## config.mk

```make
export PLATFORM = sky130hd
export DESIGN_NAME = dtc_window_vote
export DESIGN_NICKNAME = d
export VERILOG_FILES = /design/src/rtl/dtc_window_vote.sv
export SDC_FILE = /design/constraint.sdc
export NUM_CORES = 1
export LEC_CHECK = 0
export ABC_AREA = 1
export CORE_MARGIN = 2
export CORE_UTILIZATION = 43
export DETAILED_ROUTE_END_ITERATION = 10
export GPL_TIMING_DRIVEN = 0
export HOLD_SLACK_MARGIN = 0.02
export SYNTH_ARGS = -nofsm -noshare
export SYNTH_HDL_FRONTEND = slang
export SYNTH_SLANG_ARGS = --single-unit
```

## constraint.sdc

```tcl
create_clock -name clk -period 2.2 [get_ports clk]
set_clock_uncertainty 0.15 [all_clocks]
set_input_delay 0.22 -clock clk [delete_from_list [all_inputs] [get_ports clk]]
set_output_delay 0.22 -clock clk [all_outputs]
set_load 0.005 [all_outputs]
```

## src/rtl/dtc_window_vote.sv

```systemverilog
// Majority vote over a window of 3-bit classifier predictions.
// Accumulates per-class counts, scans for the winner, then holds the result until taken.
module dtc_window_vote #(
    parameter int WIN = 8,
    parameter int CW  = $clog2(WIN + 1)
) (
    input  logic          clk,
    input  logic          rst_n,
    input  logic          in_valid,
    output logic          in_ready,
    input  logic [2:0]    inp,
    input  logic          flush,
    output logic          out_valid,
    input  logic          out_ready,
    output logic [2:0]    outp,
    output logic [CW-1:0] out_count,
    output logic          busy
);

    // state | meaning
    // ACCUM | counting accepted predictions into cnt[]
    // SCAN  | sidx=0 loads best from cnt[0]; sidx=1..7 compare one class each
    // EMIT  | result held on outp/out_count until out_ready
    typedef enum logic [1:0] {ACCUM, SCAN, EMIT} state_t;

    state_t        state;
    logic [CW-1:0] cnt [8];
    logic [CW-1:0] scnt;
    logic [2:0]    sidx;
    logic [2:0]    best_idx;
    logic [CW-1:0] best_cnt;

    logic          accept;
    logic [CW-1:0] scnt_inc;
    logic [CW-1:0] cand;
    logic          take;
    logic          close_win;

    assign in_ready  = (state == ACCUM);
    assign busy      = (state != ACCUM);
    assign accept    = in_valid && in_ready;
    assign scnt_inc  = scnt + CW'(1);
    assign cand      = cnt[sidx];
    // strict compare keeps the lowest class index on ties
    assign take      = (cand > best_cnt);
    assign close_win = (accept && (scnt_inc == CW'(WIN))) || (flush && (accept || (scnt != '0)));

    always_ff @(posedge clk) begin
        if (!rst_n) begin
            state     <= ACCUM;
            for (int i = 0; i < 8; i++) cnt[i] <= '0;
            scnt      <= '0;
            sidx      <= '0;
            best_idx  <= '0;
            best_cnt  <= '0;
            out_valid <= 1'b0;
            outp      <= '0;
            out_count <= '0;
        end else begin
            case (state)
                ACCUM: begin
                    if (accept) begin
                        cnt[inp] <= cnt[inp] + CW'(1);
                        scnt     <= scnt_inc;
                    end
                    if (close_win) begin
                        state <= SCAN;
                        sidx  <= '0;
                    end
                end
                SCAN: begin
                    // cnt[0] is loaded one cycle after close so a same-edge increment is seen
                    if (sidx == 3'd0) begin
                        best_idx <= '0;
                        best_cnt <= cnt[0];
                    end else if (take) begin
                        best_idx <= sidx;
                        best_cnt <= cand;
                    end
                    sidx <= sidx + 3'd1;
                    if (sidx == 3'd7) begin
                        state     <= EMIT;
                        out_valid <= 1'b1;
                        outp      <= take ? sidx : best_idx;
                        out_count <= take ? cand : best_cnt;
                    end
                end
                EMIT: begin
                    if (out_ready) begin
                        state     <= ACCUM;
                        out_valid <= 1'b0;
                        for (int i = 0; i < 8; i++) cnt[i] <= '0;
                        scnt      <= '0;
                    end
                end
                default: state <= ACCUM;
            endcase
        end
    end

endmodule
```

Word level (Yosys, flattened, before mapping). Memories as Yosys holds them, arrays and structs flattened. A register that Yosys moved wholly into a read port is not among the register bits. Cells that the tools add are included.

Register bits: 24. Output and inout bits: 10. Input port bits: 8. Word-level logic and storage cells: 85. Memories kept: 1. Bits in writable memories: 32.

Memories: cnt (words 8, width 4, read ports 3, clocked after Yosys merged registers in 1, write ports 8, RTL line 27) `logic [CW-1:0] cnt [8];`.

Bitwise operators: 8. Mux-type cells: 38. Reduce and logical (&&, ||, !) cells: 18. Magnitude comparators: 1. Add/subtract/negate cells: 3. Equality and inequality tests: 8.

Operators by type and width (number): 4-bit two-way mux (13); 3-bit two-way mux (6); 1-bit two-way mux (12); 3-bit AND reduction (3); 4-bit by 1-bit adder with 4-bit output (second input constant) (2); 1-bit bitwise OR (8); 4-bit one-hot mux with 2 select lines (1); 2-bit nonzero test (4); 2-bit two-way mux (3); 2-bit one-hot mux with 3 select lines (1); 3-bit one-hot mux with 2 select lines (1); 4-bit == test (second input constant) (1); 4-bit > comparator (1); 2-bit by 1-bit inequality test with 1-bit output (second input constant) (2); 2-bit inequality test (second input constant) (2); 2-bit AND reduction (2); 4-bit nonzero test (1); 4-bit OR reduction (1); 3-bit by 1-bit adder with 3-bit output (second input constant) (1); 3-bit == test (second input constant) (1); 1-bit logical AND (3); 3-bit zero test (1); 2-bit by 1-bit == test with 1-bit output (second input constant) (1); 2-bit == test (second input constant) (1); 3 further kinds (4).

Logic depth before layout (Yosys ltp). Gate-level depths: netlist (run 1).

Depth after elaboration: 9. Mapped depth: 17. Depth with buffers taken out: 16.

Worst setup path after synthesis (run 1). Ideal clock, no wire load.

Kind: flip-flop to flip-flop. Start point: reg with a tool-made name. End point: reg outp[0]. Setup time: 114 ps. Stages on the path, launching flop included: 15. Data required time: 1936 ps. Arrival: 1974 ps. Buffers on the path: 1. Slack: -38 ps. Period minus slack after synthesis: 2238 ps. Cell sequence: dfxtp_1 clkbuf_1 inv_1 nand2_1 nand3_1 and2_1 ha_1 nand2_1 inv_1 nand2_1 nand2_1 o21ai_2 o21ai_0 o21bai_1 inv_1.

RTL lines: to (signal assigned) (RTL line 84) `outp <= take ? sidx : best_idx;`; to (decl) (RTL line 15) `output logic [2:0] outp,`.

==> impl_results.md, run 1 <==
* Global-route wire length before repair at between 10000 and 15000 µm
* Mux contribution to synthesized area at 0
* Antenna-violating nets left at 0
* Simple-gate share of the synthesized area at 0.287
* # DRC at 0
* Final-report setup violation count at 14
* DR WL/cell at 14.4 µm
* Async S/R FF share, synth at 0
* Area fraction in compound gates after synthesis at 0.108
* Slew HR at 0.589
* DR vias at between 2000 and 3000
* Ant diodes at 0
* Placed Instances at approximately 560
* Unique masters post-synth at 34
* Fillers at 711
* Vias in the first global route at 2886
* Via density per instance at between 5 and 6
* I/O Pins at 18
* Clk buf depth at 2
* Synth Instances at ~440
* Worst setup path class: reg2reg
* Largest family of logic cells by synthesized area: simple AND/OR/NAND/NOR gates
* Total overflow reported by the global router at 0
* Max Slew Vio Count at 0
* Clock-pin slew on the worst setup and hold paths at around 0.080 ns
* Register area share after synthesis at 0.448
* Critical path arrival at 2.45 ns
* Fmax at 0.436 GHz
* Share of cells above drive strength 1 at 0.248
* Synth area leaders: edfxtp_1, dfxtp_1, nand2_1
* Initial antenna violation count at 0
* Status: finished with violations
* Worst-Skew Late Latency at approximately 0.36 ns
* Hold Vio Cnt, Final at 0
* Nets at between 500 and 600
* Worst setup SP type: flip-flop
* Unrepaired setup endpoints after global routing: yes
* Root Buffer: clkbuf_8
* Post-synth top area share at 0.287
* Cell taking the most area after synthesis: edfxtp_1
* Leak pwr at around 1.8 nW
* Setup_tns at -0.868 ns
* Layout area overhead at 29.3%
* Worst slew pin tran at ~0.62 ns
* Fin crit period at about 2.3 ns
* Most used flip-flop cell after synthesis: edfxtp_1
* MaxCap Viol Count at 0
* Port Buf Inserts at 15
* Total GRT Usage at 0.210
* Leading cell types by count after synthesis: nand2_1, inv_1, nor2_1, edfxtp_1, o21ai_0
* Seq cells post-synth at 59
* Synth warn at 0
* Synth Area in XOR/XNOR at 0.0101
* Final period util at 1.04
* CTS tree: built
* Initial core utilization at 0.438
* PwrDens at between 700 and 800 nW/µm²
* Crit. End Element: flip-flop
* Die W at 92.2 µm
* GPL Wtd Cong at 0.857
* Syn_nets at around 460
* Overall Power at ~3.1 mW
* Rows at 32
* Core ar. at roughly 7600 µm²
* Hold-fix buffers at CTS at 0
* Initial DRC count at 160
* Number of flops mapped to enable cells by yosys at 32
* Die Area at about 8500 µm²
* Most frequent cell after synthesis: nand2_1
* CTS Sinks at between 50 and 60
* Pin count of the biggest net entering global routing at 13
* Syn_area_per_cell at 7.58 µm²
* CP Data Required Time at between 2 and 2.5 ns
* Class of the worst hold path: in2reg
* Total CTS buffers at 9
* Fin cells at approximately 590
* Failing checks: setup timing
* WL final at 8460 µm
* Synth Area in Adders at 0.0411
* Final WS setup at -0.0953 ns
* DR pass1 iterations at 5
* Crit Path Max Fanout at 8
* Die H at between 90 and 100 µm
* H-tree depth at 3
* Maximum vdd ir drop at between 0.0004 and 0.0005 V
* Half-perimeter wire length after detailed placement at ~5700 µm
* Synth Cell Area at between 3000 and 4000 µm²
==> what timing repair did <==
action | in CTS | in global routing
pin swaps | 11 | 32
endpoints found under the setup margin | 15 | 30
buffers inserted | 8 | 4
gates resized for setup | 59 | 33
cloned | 3 | 0
==> where the power goes <==
group	total (mW)	leakage [nW]	switching, mW	internal [mW]
clock	1.13	0.119	0.507	0.623
sequential	1.24	0.551	0.0339	1.20
combinational	0.697	1.17	0.423	0.274
total	3.06	1.84	0.964	2.10
==> logic make-up (layout without fill, tap and decap cells) <==
kind of cell | after synthesis | in the layout
AND/OR/NAND/NOR | 223 | 223
flip-flops | 59 | 59
AO/OA/AOI/OAI | 65 | 66
XOR/XNOR | 3 | 3
adder cells (fa/ha/maj) | 11 | 11
buffers and inverters | 81 | 125
==> layer usage <==
metal / vias to the layer above / GRT usage / part of all wire
met5: - / 0 / 0
met4: 0 / 0.0796 / 0.011
met3: 9 / 0.0509 / 0.050
met2: 88 / 0.332 / 0.48
met1: 1385 / 0.279 / 0.46
li1: 1509 / - / -
==> worst max-delay path: stages, from the launching register on <==
cell	delay, ns
dfxtp_1	0.32
buf_6	0.12
buf_4	0.17
nand3_2	0.09
nand3_2	0.09
and2_4	0.17
ha_4	0.29
nand2_4	0.07
inv_4	0.06
nand2_4	0.06
a21oi_4	0.21
nand3_2	0.14
nand3_2	0.10
nand2_2	0.06
a21oi_2	0.11
==> registers in the layout (all words and copies together), names as in the netlist, named ones only <==
name,count
cnt,32
best_cnt,4
out_count,4
scnt,4
best_idx,3
outp,3
sidx,3
state,2
out_valid,1
==> path summary, 6_finish.rpt <==
| kind | startpoint | endpoint | slack (ns) | cells past startpoint |
|---|---|---|---|---|
| min | inp[2] | cnt[5][1] | 0.29 | 3 |
| max | flip-flop | best_cnt[1] | -0.1 | 14 |
| max reg2reg | flip-flop | best_cnt[1] | -0.1 | 14 |
| min reg2reg | out_valid | out_valid | 0.33 | 2 |
==> final cells by class <==
type / count / area, µm² / area share
Timing Repair Buffer: 29 / 279 / 0.0645
Sequential cell: 59 / 1510 / 0.348
Inverter: 66 / 260 / 0.0601
Clock inverter: 4 / 32.5 / 0.00751
Tap cell: 102 / 128 / 0.0295
Clock buffer: 12 / 199 / 0.0460
Multi-Input combinational cell: 303 / 1810 / 0.417
Buffer: 14 / 120 / 0.0277
==> through the flow <==
step	instance area, µm²	setup slack (ns)	hold slack (ns)	utilization
4_1_cts	4190	-0.0923	0.276	0.548
3_3_place_gp	3650	-0.327	0.302	0.477
2_1_floorplan	3370	-0.00798	0.240	-
6_report	4330	-0.0953	0.285	0.566
3_5_place_dp	3650	-0.305	0.312	0.477
5_1_grt	4330	-0.197	0.324	0.566
==> cell usage in the layout, fill, tap and decap left out, drive strengths merged <==
master,instances
buf,26
nand3,32
nor2,40
clkdlybuf4s50,15
xor2,1
xnor2,2
ha,11
dfxtp,27
edfxtp,32
o2111a,1
clkinvlp,2
o211ai,4
inv,65
and2,3
o21ai,39
a21oi,18
nand4,9
nand2,139
o21bai,3
a32o,1
clkinv,3
clkbuf,14
Note: power is estimated with default switching activity, not from simulation.
==> run 2: changes to the inputs <==
Settings changed: DONT_BUFFER_PORTS from default to 1.
==> run 2 against run 1 <==
Effect of this change: the run still ends with setup timing left; utilization fell by 3.0 points; die area unchanged; critical path depth rose by 2; worst hold slack lost 0.25 ns; fmax is 4.3% lower; final area fell by 5.3%; non-clock buffer count shrank 18; largest cell class unchanged.
==> impl_results.md, run 2 (same netlist as run 1, synthesis figures left out) <==
* Largest Register: cnt
* Final period util at 1.09
* Leak pwr at ~1.8 nW
* Overall Power at 2.86 mW
* Clk buf depth at 2
* Fin crit period at 2.40 ns
* Global-route wire length before repair at about 14000 µm
* Antenna-violating nets left at 0
* H-tree depth at 3
* CTS Sinks at between 50 and 60
* Commonest non-fill, non-tap cell in the layout: nand2_1
* Most Used Layer, Global Route: met2
* Storage element area at between 1500 and 2000 µm²
* Fillers at roughly 730
* CTS tree: built
* Die H at approximately 90 µm
* Nets at 483
* Worst setup SP type: flip-flop
* Worst slew pin tran at 0.604 ns
* Die W at about 92 µm
* Max reg flops at 32
* Crit Path Max Fanout at 5
* GPL Wtd Cong at approximately 0.88
* CP Data Required Time at around 2.4 ns
* Met3 GRT Util at 0.0534
* Worst setup path class: reg2reg
* Class of the worst hold path: in2reg
* Met2 usage at 0.324
* Hold Vio Cnt, Final at 0
* Footprint of the multi-input gates at around 1800 µm²
* Via density per instance at 5.08
* Finished Core Util at 0.536
* Core ar. at 7650 µm²
* Max Slew Vio Count at 0
* Fmax at 0.417 GHz
* Vias in the first global route at 2791
* Most frequent cells in the layout: nand2_1, inv_1, nor2_1
* Slew HR at 0.597
* Final WS setup at -0.198 ns
* Die Area at approximately 8500 µm²
* Critical path arrival at about 2.5 ns
* Total overflow reported by the global router at 0
* DR WL/cell at 14.6 µm
* Share of cells above drive strength 1 at 0.228
* DR pass1 iterations at 4
* Root Buffer: clkbuf_8
* Initial DRC count at 176
* # DRC at 0
* GR Util met1 at 0.277
* Layout area overhead at 22.4%
* Worst-Skew Late Latency at 0.35 ns
* Ant diodes at 0
* Status: finished with violations
* Max stage delay on crit path at 0.33 ns
* PwrDens at ~700 nW/µm²
* WL final at roughly 8400 µm
* Clock-pin slew on the worst setup and hold paths at 0.07 ns
* Total GRT Usage at 0.208
* Initial core utilization at 0.438
* Total CTS buffers at 9
* Min-Delay Startpoint: in_valid
* Unrepaired setup endpoints after global routing: yes
* Final-report setup violation count at 14
* Crit. End Element: flip-flop
* I/O Pins at 18
* Initial antenna violation count at 0
* Rows at 32
* Pin count of the biggest net entering global routing at 12
* Maximum vdd ir drop at about 0.00032 V
* MaxCap Viol Count at 0
* Half-perimeter wire length after detailed placement at 5640 µm
* DR vias at 2900
* Failing checks: setup timing
* Slowest-stage cell, CP: dfxtp_2
* Port Buf Inserts at 0
* CP Cell Sequence: buf_8 -> buf_8 -> nand2_2 -> o21ai_1 -> nand2_1 -> nand3_2 -> and2_4 -> ha_4 -> nand2_4 -> inv_4 -> nand2_4 -> a21oi_4 -> nand3_2 -> nand3_1 -> o211ai_1 -> inv_1
==> run 2: critical path, delay by kind of cell (launching register included) <==
family	cells	cell delay [ns]
flip-flops	1	0.33
buffers and inverters	4	0.41
adder cells (fa/ha/maj)	1	0.27
AND/OR/NAND/NOR	8	0.82
AO/OA/AOI/OAI	3	0.38
==> run 2: through the flow <==
stage | setup TNS (ns) | setup slack [ns] | instances | area [µm²] | hold slack, ns
3_3_place_gp | -4.02 | -0.320 | 544 | 3500 | 0.246
4_1_cts | -1.20 | -0.105 | 568 | 3960 | 0.0294
2_1_floorplan | -0.0251 | -0.00798 | 442 | 3370 | 0.240
6_report | -1.91 | -0.198 | 571 | 4100 | 0.0374
5_1_grt | -3.61 | -0.300 | 571 | 4100 | 0.0548
3_5_place_dp | -4.03 | -0.315 | 544 | 3500 | 0.253
==> run 2: report_power, final <==
group | switching, mW | internal, mW | total (mW)
logic | 0.419 | 0.257 | 0.676
registers | 0.0282 | 1.20 | 1.23
clock network | 0.479 | 0.474 | 0.953
==> run 2: final cells by class <==
type,instances,area share
well taps,102,0.0311
inverters,66,0.0617
multi-input cells,303,0.436
repair buffers,10,0.0263
flip-flops and latches,59,0.367
plain buffers,15,0.0333
clock buffers,11,0.0369
clock inverters,5,0.00794
==> run 2: layer usage <==
metal  wire length (µm)  part of all wire  vias to the layer above
li1                   -                 -                     1465
met1               3830              0.46                     1359
met2               3950              0.47                       61
met3                392             0.047                       15
met4                176             0.021                        0
met5                  0                 0                        -
==> run 2: final timing paths <==
check | to | slack (ns) | depth (start not counted)
worst max-delay path | out_count[0] | -0.20 | 16
worst min-delay path | scnt[0] | 0.04 | 3
worst max register to register | out_count[0] | -0.20 | 16
worst min register to register | best_idx[1] | 0.32 | 2
==> run 2: what timing repair did <==
action | CTS | global route
endpoints found under the setup margin | 18 | 30
pin swaps | 23 | 26
hold endpoints to repair | 4 | 0
hold buffers | 2 | 0
setup buffers | 2 | 3
gates resized for setup | 48 | 34
cloned | 4 | 0
==> run 3: changes to the inputs <==
Settings changed: CTS_CLUSTER_SIZE from default to 12.
==> results of run 3 <==
No change in the layout: final DEF, timing and power equal those of run 2.
